===== config.mk =====
export PLATFORM = sky130hd
export DESIGN_NAME = inst_decode_queue
export DESIGN_NICKNAME = d
export VERILOG_FILES = /design/src/rtl/inst_decode_queue.sv
export SDC_FILE = /design/constraint.sdc
export NUM_CORES = 1
export LEC_CHECK = 0
export CAP_MARGIN = 15
export CORE_AREA = 5 5 122 240
export DETAILED_ROUTE_END_ITERATION = 12
export DIE_AREA = 0 0 127 245
export PLACE_DENSITY = 0.79
export SYNTH_ARGS = -nofsm -noshare
export SYNTH_HDL_FRONTEND = slang
export SYNTH_SLANG_ARGS = --single-unit

===== constraint.sdc =====
create_clock -name clk -period 3.4 [get_ports clk]
set_clock_uncertainty 0.1 [all_clocks]
set_input_delay 0.85 -clock clk [delete_from_list [all_inputs] [get_ports clk]]
set_output_delay 0.85 -clock clk [all_outputs]
set_load 0.02 [all_outputs]

===== src/rtl/inst_decode_queue.sv =====
// Decode stage: buffers fetched instructions in a circular FIFO, decodes the head
// entry and presents a registered decode bundle to issue under valid/ready.
package inst_decode_pkg;
    typedef enum logic [2:0] {I_TYPE, S_TYPE, B_TYPE, U_TYPE, J_TYPE} immType_e;

    typedef enum logic [5:0] {
        NOP, LUI, AUIPC, JAL, JALR,
        BEQ, BNE, BLT, BGE, BLTU, BGEU,
        LB, LH, LW, LBU, LHU,
        SB, SH, SW,
        ADDI, SLTI, SLTIU, XORI, ORI, ANDI, SLLI, SRLI, SRAI,
        ADD, SUB, SLL, SLT, SLTU, XOR, SRL, SRA, OR, AND,
        MUL, MULH, MULHSU, MULHU,
        FADD, FSUB, FLW, FSW,
        CSRRS
    } opcodeType_e;
endpackage

module inst_decode_queue
    import inst_decode_pkg::*;
#(
    parameter int DEPTH    = 4,
    parameter bit EN_M     = 1'b1,
    parameter bit EN_F     = 1'b0,
    parameter bit EN_ZICSR = 1'b1
) (
    input  logic                       clk,
    input  logic                       rst_n,
    input  logic                       flush,
    input  logic                       if_valid,
    output logic                       if_ready,
    input  logic [31:0]                if_inst,
    input  logic [31:0]                if_pc,
    output logic                       id_valid,
    input  logic                       id_ready,
    output logic [31:0]                id_pc,
    output logic [31:0]                id_inst,
    output logic [4:0]                 id_rs1,
    output logic [4:0]                 id_rs2,
    output logic [4:0]                 id_rd,
    output logic [11:0]                id_csr_addr,
    output logic [31:0]                id_imm,
    output immType_e                   id_imm_type,
    output opcodeType_e                id_opcode_type,
    output logic                       id_illegal,
    output logic [$clog2(DEPTH):0]     occupancy
);
    localparam int PW = $clog2(DEPTH);
    localparam int CW = PW + 1;
    localparam logic [CW-1:0] FULL = CW'(DEPTH);

    localparam logic [6:0] OPC_LUI      = 7'b0110111;
    localparam logic [6:0] OPC_AUIPC    = 7'b0010111;
    localparam logic [6:0] OPC_JAL      = 7'b1101111;
    localparam logic [6:0] OPC_JALR     = 7'b1100111;
    localparam logic [6:0] OPC_BRANCH   = 7'b1100011;
    localparam logic [6:0] OPC_LOAD     = 7'b0000011;
    localparam logic [6:0] OPC_STORE    = 7'b0100011;
    localparam logic [6:0] OPC_OP_IMM   = 7'b0010011;
    localparam logic [6:0] OPC_OP       = 7'b0110011;
    localparam logic [6:0] OPC_OP_FP    = 7'b1010011;
    localparam logic [6:0] OPC_LOAD_FP  = 7'b0000111;
    localparam logic [6:0] OPC_STORE_FP = 7'b0100111;
    localparam logic [6:0] OPC_SYSTEM   = 7'b1110011;

    logic [31:0]   inst_mem [DEPTH];
    logic [31:0]   pc_mem   [DEPTH];
    logic [PW-1:0] wr_ptr;
    logic [PW-1:0] rd_ptr;
    logic [CW-1:0] count;
    logic          push;
    logic          pop;

    logic [31:0]   head_inst;
    logic [31:0]   head_pc;
    logic [6:0]    opc;
    logic [2:0]    f3;
    logic [6:0]    f7;
    opcodeType_e   dec_op;
    immType_e      dec_imm_type;
    logic [31:0]   dec_imm;

    assign if_ready  = (count != FULL);
    assign occupancy = count;
    assign push      = if_valid && if_ready;
    assign pop       = (count != '0) && (!id_valid || id_ready);

    assign head_inst = inst_mem[rd_ptr];
    assign head_pc   = pc_mem[rd_ptr];
    assign opc       = head_inst[6:0];
    assign f3        = head_inst[14:12];
    assign f7        = head_inst[31:25];

    always_ff @(posedge clk) begin
        if (push) begin
            inst_mem[wr_ptr] <= if_inst;
            pc_mem[wr_ptr]   <= if_pc;
        end
    end

    // Flush outranks push and pop alike: a same-cycle push is simply lost.
    always_ff @(posedge clk) begin
        if (!rst_n || flush) begin
            wr_ptr <= '0;
            rd_ptr <= '0;
            count  <= '0;
        end else begin
            if (push) wr_ptr <= wr_ptr + PW'(1);
            if (pop)  rd_ptr <= rd_ptr + PW'(1);
            case ({push, pop})
                2'b10:   count <= count + CW'(1);
                2'b01:   count <= count - CW'(1);
                default: ;
            endcase
        end
    end

    always_comb begin
        dec_imm_type = I_TYPE;
        case (opc)
            OPC_STORE:          dec_imm_type = S_TYPE;
            OPC_BRANCH:         dec_imm_type = B_TYPE;
            OPC_LUI, OPC_AUIPC: dec_imm_type = U_TYPE;
            OPC_JAL:            dec_imm_type = J_TYPE;
            default:            ;
        endcase
    end

    always_comb begin
        dec_imm = {{20{head_inst[31]}}, head_inst[31:20]};
        case (dec_imm_type)
            S_TYPE: dec_imm = {{20{head_inst[31]}}, head_inst[31:25], head_inst[11:7]};
            B_TYPE: dec_imm = {{19{head_inst[31]}}, head_inst[31], head_inst[7],
                               head_inst[30:25], head_inst[11:8], 1'b0};
            U_TYPE: dec_imm = {head_inst[31:12], 12'b0};
            J_TYPE: dec_imm = {{11{head_inst[31]}}, head_inst[31], head_inst[19:12],
                               head_inst[20], head_inst[30:21], 1'b0};
            default: ;
        endcase
    end

    // Anything left at NOP here had no legal encoding and is flagged illegal.
    always_comb begin
        dec_op = NOP;
        case (opc)
            OPC_LUI:   dec_op = LUI;
            OPC_AUIPC: dec_op = AUIPC;
            OPC_JAL:   dec_op = JAL;
            OPC_JALR:  if (f3 == 3'b000) dec_op = JALR;
            OPC_BRANCH: begin
                case (f3)
                    3'b000:  dec_op = BEQ;
                    3'b001:  dec_op = BNE;
                    3'b100:  dec_op = BLT;
                    3'b101:  dec_op = BGE;
                    3'b110:  dec_op = BLTU;
                    3'b111:  dec_op = BGEU;
                    default: ;
                endcase
            end
            OPC_LOAD: begin
                case (f3)
                    3'b000:  dec_op = LB;
                    3'b001:  dec_op = LH;
                    3'b010:  dec_op = LW;
                    3'b100:  dec_op = LBU;
                    3'b101:  dec_op = LHU;
                    default: ;
                endcase
            end
            OPC_STORE: begin
                case (f3)
                    3'b000:  dec_op = SB;
                    3'b001:  dec_op = SH;
                    3'b010:  dec_op = SW;
                    default: ;
                endcase
            end
            OPC_OP_IMM: begin
                case (f3)
                    3'b000:  dec_op = ADDI;
                    3'b010:  dec_op = SLTI;
                    3'b011:  dec_op = SLTIU;
                    3'b100:  dec_op = XORI;
                    3'b110:  dec_op = ORI;
                    3'b111:  dec_op = ANDI;
                    3'b001:  if (f7 == 7'b0000000) dec_op = SLLI;
                    3'b101: begin
                        if (f7 == 7'b0000000)      dec_op = SRLI;
                        else if (f7 == 7'b0100000) dec_op = SRAI;
                    end
                    default: ;
                endcase
            end
            OPC_OP: begin
                if (f7 == 7'b0000000) begin
                    case (f3)
                        3'b000:  dec_op = ADD;
                        3'b001:  dec_op = SLL;
                        3'b010:  dec_op = SLT;
                        3'b011:  dec_op = SLTU;
                        3'b100:  dec_op = XOR;
                        3'b101:  dec_op = SRL;
                        3'b110:  dec_op = OR;
                        3'b111:  dec_op = AND;
                        default: ;
                    endcase
                end else if (f7 == 7'b0100000) begin
                    if (f3 == 3'b000)      dec_op = SUB;
                    else if (f3 == 3'b101) dec_op = SRA;
                end else if (f7 == 7'b0000001 && EN_M) begin
                    case (f3)
                        3'b000:  dec_op = MUL;
                        3'b001:  dec_op = MULH;
                        3'b010:  dec_op = MULHSU;
                        3'b011:  dec_op = MULHU;
                        default: ;
                    endcase
                end
            end
            OPC_OP_FP: begin
                if (EN_F) begin
                    if (f7[6:2] == 5'b00000)      dec_op = FADD;
                    else if (f7[6:2] == 5'b00001) dec_op = FSUB;
                end
            end
            OPC_LOAD_FP:  if (EN_F && f3 == 3'b010) dec_op = FLW;
            OPC_STORE_FP: if (EN_F && f3 == 3'b010) dec_op = FSW;
            OPC_SYSTEM:   if (EN_ZICSR && f3 == 3'b010) dec_op = CSRRS;
            default: ;
        endcase
    end

    // Data registers only change on a load, so they stay frozen under backpressure.
    always_ff @(posedge clk) begin
        if (!rst_n) begin
            id_valid       <= 1'b0;
            id_pc          <= '0;
            id_inst        <= '0;
            id_rs1         <= '0;
            id_rs2         <= '0;
            id_rd          <= '0;
            id_csr_addr    <= '0;
            id_imm         <= '0;
            id_imm_type    <= I_TYPE;
            id_opcode_type <= NOP;
            id_illegal     <= 1'b0;
        end else if (flush) begin
            id_valid <= 1'b0;
        end else if (pop) begin
            id_valid       <= 1'b1;
            id_pc          <= head_pc;
            id_inst        <= head_inst;
            id_rs1         <= head_inst[19:15];
            id_rs2         <= head_inst[24:20];
            id_rd          <= head_inst[11:7];
            id_csr_addr    <= EN_ZICSR ? head_inst[31:20] : 12'h000;
            id_imm         <= dec_imm;
            id_imm_type    <= dec_imm_type;
            id_opcode_type <= dec_op;
            id_illegal     <= (dec_op == NOP);
        end else if (id_ready) begin
            id_valid <= 1'b0;
        end
    end
endmodule


==> qor.yml <==
status:
  outcome: "complete, no violations"
pwr:
  p_seq_share_pct: 50.1
  power_density_nw_per_um2: 562
  ir_worst_vdd_v: 0.000449
  p_int_w: 0.00782
  comb_power_share_pct: 13.2
  clockPowerShare_pct: 36.7
  power.leakage_nw: 6.04
  swShare_pct: 23.7
  p_sw_w: 0.00242
sta:
  report.final.slew_viol_count: 0
  tns_ns: 0
  rsz0062_at_grt: "no"
  finalHoldViolations: 0
  worst_slew_pin_slew_ns: 0.959
  fmaxAchievable_ghz: 0.317
  period_share_pct: 92.7
  fin_crit_ns: 3.15
  slew_headroom_pct: 35.8
  setup_viol: 0
placed_design:
  dp_hpwl_um: 23100
  place.gp.congestion: 0.880
  port_buffers: 206
critical_path:
  worstSetupEndpoint: "id_illegal"
  crit_arrival_ns: 3.53
  cp_slowest_cell: "mux4_2"
  rr_worst_depth: 8
  cp_slowest_stage_delay_ns: 0.64
  cp_top_family: "simple AND/OR/NAND/NOR gates"
  critPathBufInv: 0
  worstPathRequired_ns: 3.77
  cp-start-kind: "flip-flop"
  path_max_fanout: 11
  cp_cell_sequence: "mux4_2 > ha_1 > or3_1 > o32ai_1 > a211oi_1 > nor4_1 > nand4_1 > o31ai_1"
  r2r_slack_ns: 0.25
  path_class: "reg2reg"
  end_kind: "flip-flop"
  r2r-end: "id_illegal"
  critical_path_depth: 8
die:
  std_cell_rows: 86
  coreArea_um2: 27300
  dieArea_um2: 31100
  die_w_um: 127
  die_h_um: 245
  initial_core_util_pct: 53.9
  pin_count: 207
clock_tree:
  cts_tree: "yes"
  clk_path_buf_depth: 3
  clkSlewWorstSetupHoldPaths_ns: 0.07
  cts_hold_buf: 0
  cts.sinks: 371
  h-tree-depth: 1
  root_buffer: "clkbuf_16"
  insertion_delay_ns: 0.57
  cts-buffers-inserted: 30
yosys:
  ys_types: 56
  ys_seq_area_share_pct: 67.8
  synth_area_um2: 14700
  ys.flop_type: "edfxtp_1"
  postSynthRegisterBits: 371
  avgSynthCellArea_um2: 14.4
  synth_edf_count: 256
  syn_nets: 1101
  async_flop_share_pct: 0
  synth_warnings: 0
  syn_inst: 1021
routing:
  ant_nets: 0
  first_iter_violations: 560
  firstDrtPassIters: 5
  wirelength_um: 35000
  num_vias: 9124
  drc_errors: 0
  via_per_inst: 5.77
  routedWlPerCell_um: 22.1
global_routing:
  grt_max_degree: 65
  grt_overflow: 0
  grt_pass1_vias: 9419
  grt_pass1_wl_um: 54000
  track_usage_pct: 22.3
  antenna_found_initial: 0
layout:
  layout.nets: 1286
  drive_above_1_share_pct: 14.0
  syn2layout_area_growth_pct: 23.8
  utilization_pct: 66.7
  antenna_cells: 0
job:
  drv_cap: 0
worst_hold_path:
  hold_class: "reg2reg"
## power by group through the flow
stage	Clock, W	Combinational (W)	Sequential, W
after floorplan	0	0.000649	0.00533
after global routing	0.00402	0.00146	0.00514
final	0.00376	0.00135	0.00513
after detailed placement	0	0.00135	0.00522
after CTS	0.00385	0.00136	0.00513
after global placement	0	0.00134	0.00521
## cell type report
cell class,count,area [um2]
Clock buffer,35,790
Clock inverter,20,294
Fill cell,1989,9100
Inverter,13,48.8
Multi-Input combinational cell,544,4230
Sequential cell,371,10000
Tap cell,352,440
Timing Repair Buffer,246,2430
## placed cells by master (no fill, tap or decap), types with 10 or more instances in the layout
cell             instances
dfxtp_1                112
nor2_1                  24
buf_4                   34
mux4_2                  63
edfxtp_1               256
nand2_1                165
ha_1                    10
o21ai_0                 33
clkdlybuf4s50_1        205
a21oi_1                 59
a21boi_0                65
inv_1                   13
clkbuf_16               30
## worst register-to-register path: stages, from the launching register on
cell and delay, ns:
dfxtp_4 0.46, mux4_2 0.64, ha_1 0.28, or3_1 0.39, o32ai_1 0.18, a211oi_1 0.10, nor4_1 0.44, nand4_1 0.20
o31ai_1 0.28
## cells by family after synthesis
family | synth area share [%]
buf+inv | 3.75
mux | 10.0
compound gates | 8.83
xor+xnor | 0.357
flops | 67.8
fa+ha+maj | 0.985
simple gates | 8.25
## metrics by stage
| stage | power (W) | hold WS (ns) | cells | worst slack, ns | cell area (um2) |
|---|---|---|---|---|---|
| 6_report | 0.0102 | 0.364 | 1581 | 0.247 | 18200 |
| 4_1_cts | 0.0103 | 0.367 | 1581 | 0.152 | 18200 |
| 5_1_grt | 0.0106 | 0.381 | 1581 | 0.0917 | 18200 |
| 3_3_place_gp | 0.00655 | 0.351 | 1526 | 0.189 | 17100 |
| 3_5_place_dp | 0.00658 | 0.357 | 1526 | 0.188 | 17100 |
| 2_1_floorplan | 0.00597 | 0.369 | 1021 | 0.301 | 14700 |
## layer usage
layer	up-vias	global-route usage, %	part of all wire, %
met2	359	38.1	51
met1	4566	29.6	40
met5	-	0	0
met4	0	5.56	1.9
li1	4153	-	-
met3	46	4.33	6.9
## Yosys cell counts, types with 3 or more instances
cell,n,share of area [%]
a21boi_0,65,3.3
a21oi_1,59,2.0
and3_1,8,0.34
buf_1,5,0.13
edfxtp_1,256,52
dfxtp_1,115,16
nor3b_1,7,0.36
nand4_1,7,0.30
buf_4,30,1.5
o22ai_1,4,0.17
nand2b_1,6,0.25
buf_2,8,0.27
mux4_2,63,9.6
nor3_1,7,0.24
o21ai_0,33,1.1
o211a_1,9,0.61
clkbuf_1,47,1.2
and2_1,9,0.38
nand3_1,6,0.20
a211oi_1,4,0.20
nand2_1,165,4.2
nor2_1,24,0.61
a221oi_1,3,0.18
nor2b_1,6,0.25
a31oi_1,4,0.17
inv_1,13,0.33
xor2_1,4,0.24
nor4_1,3,0.13
ha_1,10,0.85
o211ai_1,6,0.31
## repair_timing
action	in CTS	in global routing
hold endpoints to repair	0	0
buffers inserted	0	0
resized for setup	0	1
setup endpoints to repair	0	1
## registers in the layout, summed over array words and instances, names as in the netlist, named ones only
| name | flops |
|---|---|
| id_opcode_type | 6 |
| pc_mem | 128 |
| occupancy | 3 |
| wr_ptr | 2 |
| rd_ptr | 2 |
| id_inst | 32 |
| id_illegal | 1 |
| id_imm_type | 3 |
| id_imm | 31 |
| id_valid | 1 |
| id_pc | 32 |
| inst_mem | 128 |
## worst min path at each step
stage	start	end	slack [ns]	cells after the start
global route	id_inst[1]	id_inst[1]	0.38	2
floorplan	wr_ptr[1]	wr_ptr[1]	0.37	2
detailed placement	id_inst[1]	id_inst[1]	0.36	2
CTS	id_inst[1]	id_inst[1]	0.37	2
global placement	id_pc[19]	id_pc[19]	0.35	2
finish	id_pc[19]	id_pc[19]	0.36	2
No activity file was read; power rests on OpenSTA's default activity.
